--- src/rtl/mux_arb_pkg.sv ---
// rtl/mux_arb_pkg.sv - shared constants and state type for the 4:1 round-robin mux arbiter
package mux_arb_pkg;

    localparam int NUM_REQ = 4;
    localparam int SEL_W   = 2;
    localparam int CNT_W   = 8;

    typedef enum logic {
        ST_IDLE  = 1'b0,
        ST_GRANT = 1'b1
    } state_t;

endpackage

--- src/rtl/mux4_bus.sv ---
// rtl/mux4_bus.sv - DW-bit 4:1 combinational data mux steered by sel
module mux4_bus #(
    parameter int DW = 8
) (
    input  logic [4*DW-1:0] data,
    input  logic [1:0]      sel,
    output logic [DW-1:0]   y
);

    // Pick the lane addressed by sel; lane k lives at [k*DW +: DW].
    always_comb begin
        y = '0;
        case (sel)
            2'd0:    y = data[0*DW +: DW];
            2'd1:    y = data[1*DW +: DW];
            2'd2:    y = data[2*DW +: DW];
            default: y = data[3*DW +: DW];
        endcase
    end

endmodule

--- src/rtl/mux4_rr_arbiter.sv ---
// rtl/mux4_rr_arbiter.sv - packet round-robin arbiter for a shared 4:1 mux (optional MUX_ARB_PRIO0_EN)
module mux4_rr_arbiter
    import mux_arb_pkg::*;
#(
    parameter int DW       = 8,
    parameter int HOLD_MAX = 8
) (
    input  logic                 clk,
    input  logic                 rst_n,
    input  logic [NUM_REQ-1:0]   req,
    input  logic [NUM_REQ-1:0]   last,
    input  logic [NUM_REQ*DW-1:0] data_in,
    input  logic                 out_ready,
    output logic                 out_valid,
    output logic [DW-1:0]        out_data,
    output logic [SEL_W-1:0]     sel,
    output logic [NUM_REQ-1:0]   gnt,
    output logic                 busy
);

    localparam logic [CNT_W-1:0] HOLD_C = CNT_W'(HOLD_MAX);

    state_t           state;
    logic [SEL_W-1:0] ptr;
    logic [CNT_W-1:0] cnt;
    logic [SEL_W-1:0] winner;
    logic [DW-1:0]    mux_y;
    logic             xfer;
    logic             release_now;

    // First asserted request scanning from p upward, wrapping mod 4.
    function automatic logic [SEL_W-1:0] pick(input logic [NUM_REQ-1:0] r,
                                              input logic [SEL_W-1:0]   p);
        logic [SEL_W-1:0] res;
        logic [SEL_W-1:0] idx;
        logic             found;
        res   = p;
        found = 1'b0;
        for (int i = 0; i < NUM_REQ; i++) begin
            idx = p + SEL_W'(i);
            if (!found && r[idx]) begin
                res   = idx;
                found = 1'b1;
            end
        end
`ifdef MUX_ARB_PRIO0_EN
        if (r[0]) begin
            res = '0;
        end
`endif
        return res;
    endfunction

    assign winner = pick(req, ptr);
    assign busy   = (state == ST_GRANT);

    mux4_bus #(.DW(DW)) u_bus (
        .data (data_in),
        .sel  (sel),
        .y    (mux_y)
    );

    assign out_valid = busy & req[sel];
    assign out_data  = busy ? mux_y : '0;
    assign xfer      = out_valid & out_ready;

    // Release on end of packet, abandonment, or when the hold budget is used up.
    assign release_now = busy & (~req[sel] |
                                 (xfer & (last[sel] | ((cnt + 1'b1) == HOLD_C))));

    // Grant/release sequencing; sel holds across release so the bubble cycle keeps it.
    always_ff @(posedge clk) begin
        if (!rst_n) begin
            state <= ST_IDLE;
            sel   <= '0;
            gnt   <= '0;
            ptr   <= '0;
            cnt   <= '0;
        end else begin
            case (state)
                ST_IDLE: begin
                    if (req != '0) begin
                        state <= ST_GRANT;
                        sel   <= winner;
                        gnt   <= NUM_REQ'(1) << winner;
                        cnt   <= '0;
                    end
                end
                default: begin
                    if (release_now) begin
                        state <= ST_IDLE;
                        gnt   <= '0;
                        cnt   <= '0;
`ifdef MUX_ARB_PRIO0_EN
                        // Requester 0 is served outside the rotation, so it leaves ptr alone.
                        if (sel != '0) begin
                            ptr <= sel + 1'b1;
                        end
`else
                        ptr   <= sel + 1'b1;
`endif
                    end else if (xfer) begin
                        cnt <= cnt + 1'b1;
                    end
                end
            endcase
        end
    end

endmodule

--- config.mk ---
export PLATFORM = sky130hd
export DESIGN_NAME = mux4_rr_arbiter
export DESIGN_NICKNAME = d
export VERILOG_FILES = /design/src/rtl/mux_arb_pkg.sv /design/src/rtl/mux4_bus.sv /design/src/rtl/mux4_rr_arbiter.sv
export SDC_FILE = /design/constraint.sdc
export NUM_CORES = 1
export LEC_CHECK = 0
export CORE_ASPECT_RATIO = 0.9
export CORE_MARGIN = 2
export CORE_UTILIZATION = 45
export DETAILED_ROUTE_END_ITERATION = 8
export PLACE_DENSITY = 0.83
export SYNTH_ARGS = -nofsm -noshare
export SYNTH_HDL_FRONTEND = slang
export SYNTH_SLANG_ARGS = --single-unit
--- constraint.sdc ---
create_clock -name clk -period 3.7 [get_ports clk]
set_clock_uncertainty 0.2 [all_clocks]
set_input_delay 0.925 -clock clk [delete_from_list [all_inputs] [get_ports clk]]
set_output_delay 0.925 -clock clk [all_outputs]
set_load 0.1 [all_outputs]
## After elaboration in Yosys (flattened, before gate mapping)

Cells that the tools add are included.

| word-level totals | value |
|---|---|
| bits in registers | 17 |
| bits of input ports | 43 |
| output and inout bits | 16 |

| operators by class | value |
|---|---|
| magnitude comparators | 5 |
| bitwise gates (word level) | 8 |
| reductions and logical operators | 13 |
| shifts and indexed selects | 1 |
| equality and inequality tests | 5 |
| add/sub/neg operators | 5 |
| multiplexer cells | 30 |

Operators with widths:

| operator | count |
|---|---|
| 2-to-1 mux 8 bit | 5 |
| case mux 8 bit (3 select lines) | 1 |
| < comparator 2 x 3 -> 1 bit, second input constant | 5 |
| binary-select mux 1 bit (select 2 bit) | 6 |
| 2-to-1 mux 1 bit | 12 |
| 2-to-1 mux 4 bit | 3 |
| adder 8 x 1 -> 8 bit, second input constant | 1 |
| equality test 8 x 4 -> 1 bit, second input constant | 1 |
| AND reduction 2 bit | 4 |
| 2-to-1 mux 2 bit | 3 |
| adder 2 x 1 -> 2 bit, second input constant | 2 |
| adder 2 bit, second input constant | 2 |
| AND 1 bit | 4 |
| nonzero test 4 bit | 1 |
| << shifter 1 x 2 -> 4 bit, first input constant | 1 |
| logical AND 1 bit | 3 |
| logical NOT 1 bit | 3 |
| != test 3 x 1 -> 1 bit, second input constant | 1 |
| equality test 2 x 1 -> 1 bit, second input constant | 1 |
| equality test 2 bit, second input constant | 1 |
| logical NOT 2 bit | 1 |
| != test 2 x 1 -> 1 bit, second input constant | 1 |
| inverter 1 bit | 2 |
| OR 1 bit | 2 |
| nonzero test 2 bit | 1 |

## Logic depth before layout (Yosys ltp)

Gate-level depths: netlist of run 1.

| depth | value |
|---|---|
| word-level depth | 15 |
| mapped depth | 6 |

## Modules after synthesis

From an unflattened synthesis of run 1, not the netlist that was laid out.

| second synthesis, totals | value |
|---|---|
| cell total of the unflattened synthesis | 145 |
| area, all modules | 1,395.1 µm² |

By module, submodules not included:

| module | cells an instance | times used | area each (µm²) | seq. area each (µm²) |
|---|---|---|---|---|
| mux4_rr_arbiter | 135 | 1 | 1,198.6 | 340.3 |
| mux4_bus | 10 | 1 | 196.4 | 0.0 |

## Worst setup path before layout of run 1

No wires, ideal clock.

| timing path | value |
|---|---|
| kind | register -> output |
| start point | register sel[0] |
| end point | output out_data[4] |
| arrival | 2,588 ps |
| stages on the path, launching flop included | 6 |
| data required time | 2,575 ps |
| buffers on the path | 1 |
| path slack | -13 ps |
| path through | dfxtp_1 ha_1 clkbuf_1 nand2_1 o21ai_0 and2_1 |

| between the ends | value |
|---|---|
| longest elaborated chain between the ends | 3 |
| elaborated cells between the ends (all ways) | 5 |
| classes of those cells | eq/ne (2); mux (2); reduce/logical (1) |

Ends and longest elaborated chain:

| element | line | text |
|---|---|---|
| from (decl) | mux4_rr_arbiter.sv:16 | `output logic [SEL_W-1:0] sel,` |
| from (signal assigned) | mux4_rr_arbiter.sv:84 | `sel <= winner;` |
| equality test 2 bit, or another cell as far along | mux4_bus.sv:13 | `case (sel)` |
| case mux 8 bit (3 select lines) (*) | mux4_bus.sv:13 |  |
| 2-to-1 mux 8 bit (*) | mux4_rr_arbiter.sv:64 | `assign out_data = busy ? mux_y : '0;` |
| to (decl) | mux4_rr_arbiter.sv:15 | `output logic [DW-1:0] out_data,` |

Every way passes the cells marked *; elsewhere a longest branch is shown, timed or not.

## Worst setup path after layout of run 1

| timing path | value |
|---|---|
| start point | input req[1] |
| end point | output out_valid |

| between the ends | value |
|---|---|
| longest elaborated chain between the ends | 3 |

Ends and longest elaborated chain:

| element | line | text |
|---|---|---|
| from (decl) | mux4_rr_arbiter.sv:10 | `input logic [NUM_REQ-1:0] req,` |
| binary-select mux 1 bit (select 2 bit) | mux4_rr_arbiter.sv:63 | `assign out_valid = busy & req[sel];` |
| 2-to-1 mux 1 bit (not written as such) | mux4_rr_arbiter.sv:63 |  |
| AND 1 bit | mux4_rr_arbiter.sv:63 |  |
| to (decl) | mux4_rr_arbiter.sv:14 | `output logic out_valid,` |

Every way passes these cells. The select of a mux whose other input is x is not followed.

==> summary.md, run 1 <==
| Metric | Value |
|---|---|
| Cells on worst reg2reg path | 6 |
| Setup TNS | 0 ns |
| Postcts setup bufs | 0 |
| Share of cells above drive strength 1 | 15.0% |
| Startpoint Class | input port |
| IO Count | 59 |
| Clk_lat worst skew | 0.30 ns |
| Routed len/inst | 14.4 um |
| Cell Chain, Critical Path | clkdlybuf4s50_1 -> mux4_2 -> nand2_1 -> inv_1 -> buf_12 |
| Synth area leader | dfxtp_1 |
| Worst Setup SP | req[1] |
| Iter 0 DRT Violations | 163 |
| Diodes inserted | 0 |
| Average size of a mapped cell | 7.96 sq um |
| RR Endpoint | cnt[0] |
| H-Tree Depth | 1 |
| Main area contributors after synthesis | dfxtp_1, nand2_1, a222oi_1, ha_1, o21ai_0 |
| Nets | 283 |
| Critical-path top delay cell | mux4_2 |
| Synth Net Count | 229 |
| CTS Buffer Depth | 2 |
| DRT Wirelength | 3.96 mm |
| Async set or reset register ratio after synthesis | 0% |
| Gr usage total | 22.8% |
| Core Area | 3040 sq um |
| WS Path Type | in -> out |
| Post-synth top flop | dfxtp_1 |
| Gr ovfl total | 0 |
| Count leader, synth | nand2_1 |
| Status | complete, no violations |
| Post-synth EDFFs | 0 |
| CTS clk-pin slew, worst paths | 0.11 ns |
| Final ANT Viol Nets | 0 |
| Reg-to-reg slack, setup | 1.37 ns |
| Netlist Area Pre-Place | 1430 sq um |
| Flop and latch count out of synthesis | 17 |
| Minimum clock period after layout | 3.47 ns |
| Clk sink count | 17 |
| Pre-CTS WS | 0.225 ns |
| Fin util | 69.2% |
| Max-slew violations | 0 |
| Cell Rows | 19 |
| CTS tree | built |
| Hold Vio Cnt, Final | 0 |
| Final GP Congestion | 0.769 |
| Worst Path Arrival | 2.35 ns |
| Register share of total power | 32.9% |
| Root Driver | clkbuf_4 |
| Num CTS Buffers | 3 |
| Synth-to-Final Area Change | 46.9% |
| Width of the die | 63.5 um |
| DR vias | 1589 |
| Largest net degree at the start of global routing | 19 |
| Post-detail-place hpwl | 3.14 mm |
| P per Cell Area | 297 nW/um^2 |
| Yosys cell types | 51 |
| Crit-path max cell delay | 0.53 ns |
| Via density | 5.78 |
| Hold WC Path Type | reg -> reg |
| Initial Utilization | 47.1% |
| Die H | 57.5 um |
| CP Max Fanout | 5 |
| Residual DRC | 0 |
| Post_cts resized | 0 |
| Worst setup margin | 0.230 ns |
| IO Port Bufs | 58 |
| Drt first pass iters | 9 |
| Tot Pwr | 0.000625 W |
| Switch share | 42.8% |
| Via count of the first global-routing pass | 1408 |
| Final setup violation count | 0 |
| Register area share after synthesis | 23.8% |
| Crit. End Element | output port |
| Synth top area share | 23.8% |
| Switching power total | 0.000268 W |
| Fillers | 262 |
| Crit path to | out_valid |
| # Max-Cap Violations | 0 |
| Actual slew at the worst max-slew pin | 0.655 ns |
| Mapped Cells | 180 |
| Total die area | 3650 sq um |
| Internal power | 0.000357 W |
| Lkg Pwr | 0.772 nW |
| Worst Path Required | 2.57 ns |
| Logic gate share of total power | 50.2% |
| First-pass GRT wire length | 6.67 mm |
| RSZ-0062 raised after global routing | false |
| Initial antenna violation count | 0 |
| Maximum vdd drop | 181 uV |
| Hold buffer count at cts | 0 |
| Fin crit share | 93.8% |
| Synth top cells by count | nand2_1, dfxtp_1, o21ai_0 |
| Number of synthesis warnings | 0 |
| Slew headroom | 55.8% |
| Critical R2R Launch | cnt[0] |
| Fmax | 288 MHz |
| Clock Power Share | 16.9% |
## registers in the layout, indices dropped and copies added (netlist names)
signal / cells
busy: 1
cnt: 8
gnt: 4
ptr: 2
sel: 2
## cells by family after synthesis
group	count (synthesis)	share of synthesized area, %
compound gates	53	26.8
xor+xnor	1	0.611
fa+ha+maj	6	5.24
buf+inv	17	7.16
flops	17	23.8
mux	4	4.80
simple gates	82	31.6
## metal layers
metal | global-route usage, % | wire [um] | share of wire [%] | up-vias
met2 | 35.8 | 1820 | 46 | 49
met5 | 0 | 0 | 0 | -
li1 | - | - | - | 793
met3 | 4.73 | 185 | 4.7 | 12
met1 | 31.5 | 1850 | 47 | 735
met4 | 7.45 | 99 | 2.5 | 0
## power groups by stage
| stage | combinational (W) | sequential (W) | clock, W |
|---|---|---|---|
| after floorplan | 0.000158 | 0.000248 | 0 |
| after global placement | 0.000311 | 0.000210 | 0 |
| after detailed placement | 0.000313 | 0.000211 | 0 |
| after CTS | 0.000314 | 0.000206 | 0.000108 |
| after global routing | 0.000330 | 0.000208 | 0.000116 |
| final | 0.000314 | 0.000206 | 0.000106 |
## worst max-delay path: cells and delay by family
kind	cells	cell delay, ns
buf+inv	3	0.74
simple gates	1	0.16
mux	1	0.53
## final cells by class
class / count / area (sq um) / area share [%]
clock buffer: 3 / 22.5 / 1.07
timing repair buffer: 60 / 668 / 31.7
inverter: 6 / 22.5 / 1.07
tap: 42 / 52.6 / 2.50
clock inverter: 1 / 7.51 / 0.357
multi-input combinational: 146 / 990 / 47.0
sequential: 17 / 342 / 16.2
## cells in the final DEF, fill, tap and decap left out, types with 3 or more instances in the layout
| master | instances |
|---|---|
| clkbuf_4 | 3 |
| a21oi_1 | 8 |
| buf_12 | 9 |
| a222oi_1 | 8 |
| nor2b_1 | 4 |
| buf_4 | 9 |
| nor2_1 | 7 |
| clkdlybuf4s50_1 | 42 |
| nand4_1 | 4 |
| o211ai_1 | 3 |
| nand3_1 | 11 |
| ha_1 | 6 |
| nand2_1 | 23 |
| o2111ai_1 | 3 |
| dfxtp_1 | 16 |
| o21ai_0 | 14 |
| o221ai_1 | 4 |
| and2_1 | 11 |
| inv_1 | 6 |
## stage by stage
step | std cells | hold slack, ns | instance area [sq um]
after floorplan | 180 | 0.282 | 1430
after global placement | 271 | 0.272 | 2070
after detailed placement | 271 | 0.287 | 2070
after CTS | 275 | 0.300 | 2100
after global routing | 275 | 0.325 | 2100
final | 275 | 0.290 | 2100
## how the worst min path moves through the flow
| stage | end | startpoint | cells past startpoint | slack, ns |
|---|---|---|---|---|
| after floorplan | ptr[0] | ptr[0] | 2 | 0.28 |
| after global placement | gnt[0] | gnt[0] | 2 | 0.27 |
| after detailed placement | gnt[2] | gnt[2] | 2 | 0.29 |
| after CTS | gnt[2] | gnt[2] | 2 | 0.30 |
| after global routing | gnt[2] | gnt[2] | 2 | 0.33 |
| final | gnt[2] | gnt[2] | 2 | 0.29 |
Note: power is estimated with default switching activity, not from simulation.
==> run 2: changes to the inputs <==
Settings changed: CORE_MARGIN 2 to unset, RECOVER_POWER set to 50.
==> run 2 against run 1 <==
Against the previous run:
- via count down 3.4%
- clock power about the same
- worst setup slack worse by 0.011 ns
- fmax down 0.30%
- sequential share of layout area up 0.23 points
- non-clock buffer count unchanged
- hold slack worse by 0.0077 ns
- register-to-register slack worse by 0.04 ns
- cell count unchanged
- combinational power down 2%
- wire length down 2.0%
==> summary.md, run 2 (synthesized netlist as in run 1, its figures left out) <==
| Metric | Value |
|---|---|
| Status | complete, no violations (unchanged) |
| Most common cell after layout, fill and taps aside | clkdlybuf4s50_1 (unchanged) |
| Routed len/inst | 14.1 um (was 14.4 um) |
| Iter 0 DRT Violations | 125 (was 163) |
| Cells on worst reg2reg path | 6 (unchanged) |
| Post-detail-place hpwl | 2.99 mm (was 3.14 mm) |
| Fmax | 287 MHz (was 288 MHz) |
| Clk sink count | 17 (unchanged) |
| Hold Vio Cnt, Final | 0 (unchanged) |
| P per Cell Area | 299 nW/um^2 (was 297 nW/um^2) |
| Fillers | 298 (was 262) |
| Maximum vdd drop | 300 uV (was 181 uV) |
| Core Area | 3040 sq um (unchanged) |
| # Max-Cap Violations | 0 (unchanged) |
| Total die area | 3410 sq um (was 3650 sq um) |
| Top flop regs | cnt (8), gnt (4) (unchanged) |
| Width of the die | 61.5 um (was 63.5 um) |
| Lkg Pwr | 0.738 nW (was 0.772 nW) |
| CTS tree | built (unchanged) |
| Worst Path Arrival | 2.36 ns (was 2.35 ns) |
| Num CTS Buffers | 3 (unchanged) |
| Via count of the first global-routing pass | 1501 (was 1408) |
| H-Tree Depth | 1 (unchanged) |
| Hold WC Path Type | reg -> reg (unchanged) |
| Most flop-heavy register | cnt (unchanged) |
| Synth-to-Final Area Change | 44.8% (was 46.9%) |
| Postcts setup bufs | 0 (unchanged) |
| Final ANT Viol Nets | 0 (unchanged) |
| Crit path to | out_valid (unchanged) |
| Gr usage total | 26.7% (was 22.8%) |
| Clk_lat worst skew | 0.31 ns (was 0.30 ns) |
| Crit path max-delay family | buffers and inverters (unchanged) |
| Nets | 283 (unchanged) |
| RSZ-0062 raised after global routing | false (unchanged) |
| Slew headroom | 21.7% (was 55.8%) |
| CTS clk-pin slew, worst paths | 0.11 ns (about the same) |
| Max-slew violations | 0 (unchanged) |
| Startpoint Class | input port (unchanged) |
| Fin crit share | 94.1% (was 93.8%) |
| Cell Rows | 19 (unchanged) |
| DRT Wirelength | 3.88 mm (was 3.96 mm) |
| CTS Buffer Depth | 2 (unchanged) |
| Largest register FFs | 8 (unchanged) |
| Crit. End Element | output port (unchanged) |
| Reg-to-reg slack, setup | 1.33 ns (was 1.37 ns) |
| Worst Setup SP | req[1] (unchanged) |
| Via density | 5.58 (was 5.78) |
| IO Port Bufs | 58 (unchanged) |
| Residual DRC | 0 (unchanged) |
| Post_cts resized | 0 (unchanged) |
| Actual slew at the worst max-slew pin | 1.18 ns (was 0.655 ns) |
| Diodes inserted | 0 (unchanged) |
| Final setup violation count | 0 (unchanged) |
| WS Path Type | in -> out (unchanged) |
| Largest net degree at the start of global routing | 19 (unchanged) |
| Initial Utilization | 47.1% (unchanged) |
| RR Endpoint | cnt[1] (was cnt[0]) |
| Initial antenna violation count | 0 (unchanged) |
| Minimum clock period after layout | 3.48 ns (was 3.47 ns) |
| Critical-path top delay cell | mux4_2 (unchanged) |
| Die H | 55.5 um (was 57.5 um) |
| Sum of buffers and inverters on the critical path | 3 (unchanged) |
| Root Driver | clkbuf_4 (unchanged) |
| DR vias | 1535 (was 1589) |
| IO Count | 59 (unchanged) |
| Tot Pwr | 0.000621 W (was 0.000625 W) |
| Drt first pass iters | 5 (was 9) |
| Share of cells above drive strength 1 | 11.6% (was 15.0%) |
| Most frequent cells in the layout | clkdlybuf4s50_1, nand2_1, dfxtp_1, o21ai_0, nand3_1 (was clkdlybuf4s50_1, nand2_1, dfxtp_1, o21ai_0) |
| Hold buffer count at cts | 0 (unchanged) |
| Crit-path max cell delay | 0.54 ns (was 0.53 ns) |
| Worst Path Required | 2.57 ns (about the same) |
| Cell depth of the worst setup path | 5 (unchanged) |
| CP Max Fanout | 5 (unchanged) |
| First-pass GRT wire length | 7.02 mm (was 6.67 mm) |
| Setup TNS | 0 ns (unchanged) |
| Critical R2R Launch | cnt[0] (unchanged) |
| Gr ovfl total | 0 (unchanged) |
| Final GP Congestion | 0.813 (was 0.769) |
| Cell Chain, Critical Path | clkdlybuf4s50_1 -> mux4_2 -> nand2_1 -> inv_1 -> buf_12 (unchanged) |
run 2: cell types whose count changed in the layout (fill, tap and decap cells not counted), sizes merged:
cell | before | now
dlygate4sd3 | 0 | 1
buf | 18 | 10
clkbuf | 3 | 11
clkdlybuf4s50 | 42 | 41
run 2: where the power goes:
part	switching, W	internal, W	leakage [nW]
clock	0.0000655	0.0000413	0.0139
sequential	0.0000141	0.000192	0.139
combinational	0.000190	0.000119	0.585
total	0.000269	0.000352	0.738
run 2: how the worst min path moves through the flow:
stage,startpoint,slack (ns),depth (start not counted),end
final,gnt[0],0.28,2,gnt[0]
after CTS,gnt[0],0.29,2,gnt[0]
after detailed placement,gnt[0],0.28,2,gnt[0]
after global placement,gnt[0],0.27,2,gnt[0]
after floorplan,ptr[0],0.28,2,ptr[0]
after global routing,gnt[2],0.32,2,gnt[2]
run 2: final cells by class:
cell class                      instances  area (sq um)  share of cell area, %
Tap cell                               42          52.6                   2.53
Timing Repair Buffer                   60           638                   30.8
Multi-Input combinational cell        146           990                   47.7
Sequential cell                        17           342                   16.5
Inverter                                6          22.5                   1.09
Clock buffer                            3          22.5                   1.09
Clock inverter                          1          7.51                  0.362
run 2: per-layer routing:
metal	global-route usage, %	routed length, um	up-vias
met5	0	0	-
met4	3.17	10	0
met3	5.15	114	2
met2	41.1	1860	26
met1	39.5	1900	714
li1	-	-	793
run 2: through the flow:
step	hold slack (ns)	area, sq um	instances	setup WS [ns]	util [%]
detailed placement	0.279	2070	271	0.218	68.2
global placement	0.274	2070	271	0.241	68.2
CTS	0.293	2100	275	0.218	69.2
global route	0.320	2070	275	0.152	68.2
floorplan	0.282	1430	180	0.0235	-
finish	0.282	2070	275	0.219	68.2
run 2: tightest hold or removal path, stage by stage, from the launching register on:
cell and delay [ns]:
dfxtp_1 0.32, o221ai_1 0.06, a21oi_1 0.06
==> run 3: changes to the inputs <==
Settings changed: CORE_MARGIN set to 2.
==> run 3 against run 2 <==
Against the previous run:
- register-to-register slack barely moved
- non-clock buffer count did not move
- wire length rose by 2.2%
- clock power barely moved
- fmax fell by 1.8%
- core utilization fell by 0.12 points
- via count rose by 3.2%
- cell area fell by 0.18%
- global-route usage fell by 3.9 points
- die area rose by 7.0%
- total power fell by 0.29%
- hold slack improved by 0.0080 ns
- critical path type unchanged
==> summary.md, run 3 (synthesized netlist as in run 1, its figures left out) <==
| Metric | Value |
|---|---|
| Logic gate share of total power | 49.6% (about the same) |
| Most common cell after layout, fill and taps aside | clkdlybuf4s50_1 (unchanged) |
| Clk sink count | 17 (unchanged) |
| Max-slew violations | 0 (unchanged) |
| Postcts setup bufs | 0 (unchanged) |
| Switch share | 43.3% (was 43.4%) |
| First-pass GRT wire length | 6.67 mm (was 7.02 mm) |
| Synth-to-Final Area Change | 44.5% (was 44.8%) |
| Hold WC Path Type | reg -> reg (unchanged) |
| Nets | 283 (unchanged) |
| Startpoint Class | input port (unchanged) |
| Critical-path top delay cell | dlygate4sd3_1 (was mux4_2) |
| Cell Rows | 19 (unchanged) |
| Share of cells above drive strength 1 | 10.7% (was 11.6%) |
| Die H | 57.5 um (was 55.5 um) |
| Actual slew at the worst max-slew pin | 1.20 ns (was 1.18 ns) |
| Placed Area | 2070 sq um (unchanged) |
| Design Area, Final | 2070 sq um (about the same) |
| Worst Path Arrival | 2.42 ns (was 2.36 ns) |
| # Max-Cap Violations | 0 (unchanged) |
| H-Tree Depth | 1 (unchanged) |
| Clock Power Share | 17.2% (about the same) |
| Largest net degree at the start of global routing | 19 (unchanged) |
| Switching power total | 0.000268 W (was 0.000269 W) |
| Core Area | 3040 sq um (unchanged) |
| Gr usage total | 22.8% (was 26.7%) |
| Hold Vio Cnt, Final | 0 (unchanged) |
| Maximum vdd drop | 181 uV (was 300 uV) |
| Worst Path Required | 2.57 ns (about the same) |
| Crit-path max cell delay | 0.55 ns (was 0.54 ns) |
| Hold buffer count at cts | 0 (unchanged) |
| Final GP Congestion | 0.769 (was 0.813) |
| Fin util | 68.1% (was 68.2%) |
| Internal power | 0.000351 W (was 0.000352 W) |
| Worst hold slack | 0.290 ns (was 0.282 ns) |
| Top flop regs | cnt (8), gnt (4) (unchanged) |
| Most flop-heavy register | cnt (unchanged) |
| DRT Wirelength | 3.96 mm (was 3.88 mm) |
| Final setup violation count | 0 (unchanged) |
| Clk_lat worst skew | 0.31 ns (about the same) |
| CP Max Fanout | 3 (was 5) |
| CTS tree | built (unchanged) |
| Crit. End Element | output port (unchanged) |
| IO Port Bufs | 58 (unchanged) |
| Register share of total power | 33.2% (about the same) |
| P per Cell Area | 299 nW/um^2 (about the same) |
| Slew headroom | 20.2% (was 21.7%) |
| Root Driver | clkbuf_4 (unchanged) |
| Residual DRC | 0 (unchanged) |
| Post_cts resized | 0 (unchanged) |
| Post-detail-place hpwl | 3.14 mm (was 2.99 mm) |
| Status | complete, no violations (unchanged) |
| CTS Buffer Depth | 2 (unchanged) |
| Initial antenna violation count | 0 (unchanged) |
| Fmax | 282 MHz (was 287 MHz) |
| Setup TNS | 0 ns (unchanged) |
| Num CTS Buffers | 3 (unchanged) |
| Via density | 5.76 (was 5.58) |
| Routed len/inst | 14.4 um (was 14.1 um) |
| Minimum clock period after layout | 3.54 ns (was 3.48 ns) |
| RSZ-0062 raised after global routing | false (unchanged) |
| IO Count | 59 (unchanged) |
| Width of the die | 63.5 um (was 61.5 um) |
| Gr ovfl total | 0 (unchanged) |
| Drt first pass iters | 6 (was 5) |
| DR vias | 1584 (was 1535) |
| Lkg Pwr | 0.739 nW (was 0.738 nW) |
| Largest register FFs | 8 (unchanged) |
| Cell Chain, Critical Path | dlygate4sd3_1 -> mux4_2 -> nand2_1 -> inv_1 -> buf_12 (was clkdlybuf4s50_1 -> mux4_2 -> nand2_1 -> inv_1 -> buf_12) |
| Most frequent cells in the layout | clkdlybuf4s50_1, nand2_1, dfxtp_1, o21ai_0, nand3_1 (unchanged) |
| Total die area | 3650 sq um (was 3410 sq um) |
| Via count of the first global-routing pass | 1408 (was 1501) |
| Diodes inserted | 0 (unchanged) |
| Fin crit share | 95.8% (was 94.1%) |
| WS Path Type | in -> out (unchanged) |
| Iter 0 DRT Violations | 148 (was 125) |
| Initial Utilization | 47.1% (unchanged) |
| CTS clk-pin slew, worst paths | 0.11 ns (about the same) |
| Final ANT Viol Nets | 0 (unchanged) |
==> run 3: per-layer routing <==
layer / vias up / routed length, um / track usage [%]
met4: 0 / 94 / 7.45
met3: 12 / 162 / 4.73
met2: 47 / 1810 / 35.8
met1: 730 / 1890 / 31.5
met5: - / 0 / 0
li1: 795 / - / -
==> run 3: per-stage QoR <==
| step | setup slack [ns] | power [W] | cells |
|---|---|---|---|
| 6_report | 0.156 | 0.000619 | 275 |
| 5_1_grt | 0.125 | 0.000647 | 275 |
| 4_1_cts | 0.225 | 0.000628 | 275 |
| 3_5_place_dp | 0.225 | 0.000524 | 271 |
| 3_3_place_gp | 0.244 | 0.000521 | 271 |
| 2_1_floorplan | 0.0235 | 0.000406 | 180 |
==> run 3: path summary, 6_finish.rpt <==
| kind | cells past startpoint | slack, ns | end | startpoint |
|---|---|---|---|---|
| setup / recovery | 5 | 0.16 | out_valid | req[3] |
| hold / removal | 2 | 0.29 | gnt[2] | gnt[2] |
| hold reg to reg | 2 | 0.29 | gnt[2] | gnt[2] |
| setup reg to reg | 5 | 1.32 | cnt[6] | sel[0] |
==> run 3: worst max-delay path, delay by kind of cell <==
family / cells / cell delay (ns)
simple gates: 1 / 0.16
buf+inv: 3 / 0.81
mux: 1 / 0.53
==> run 3: power by group through the flow <==
stage	clock, W	sequential, W	combinational [W]
after global routing	0.000116	0.000208	0.000323
after floorplan	0	0.000248	0.000158
after CTS	0.000108	0.000206	0.000314
final	0.000106	0.000206	0.000307
after detailed placement	0	0.000211	0.000313
after global placement	0	0.000210	0.000311
==> run 3: cell type report <==
| cell class | instances | area (sq um) |
|---|---|---|
| clock buffer | 3 | 22.5 |
| clock inverter | 1 | 7.51 |
| fill | 273 | 972 |
| inverter | 6 | 22.5 |
| multi-input combinational | 146 | 986 |
| sequential | 17 | 342 |
| tap | 42 | 52.6 |
| timing repair buffer | 60 | 638 |
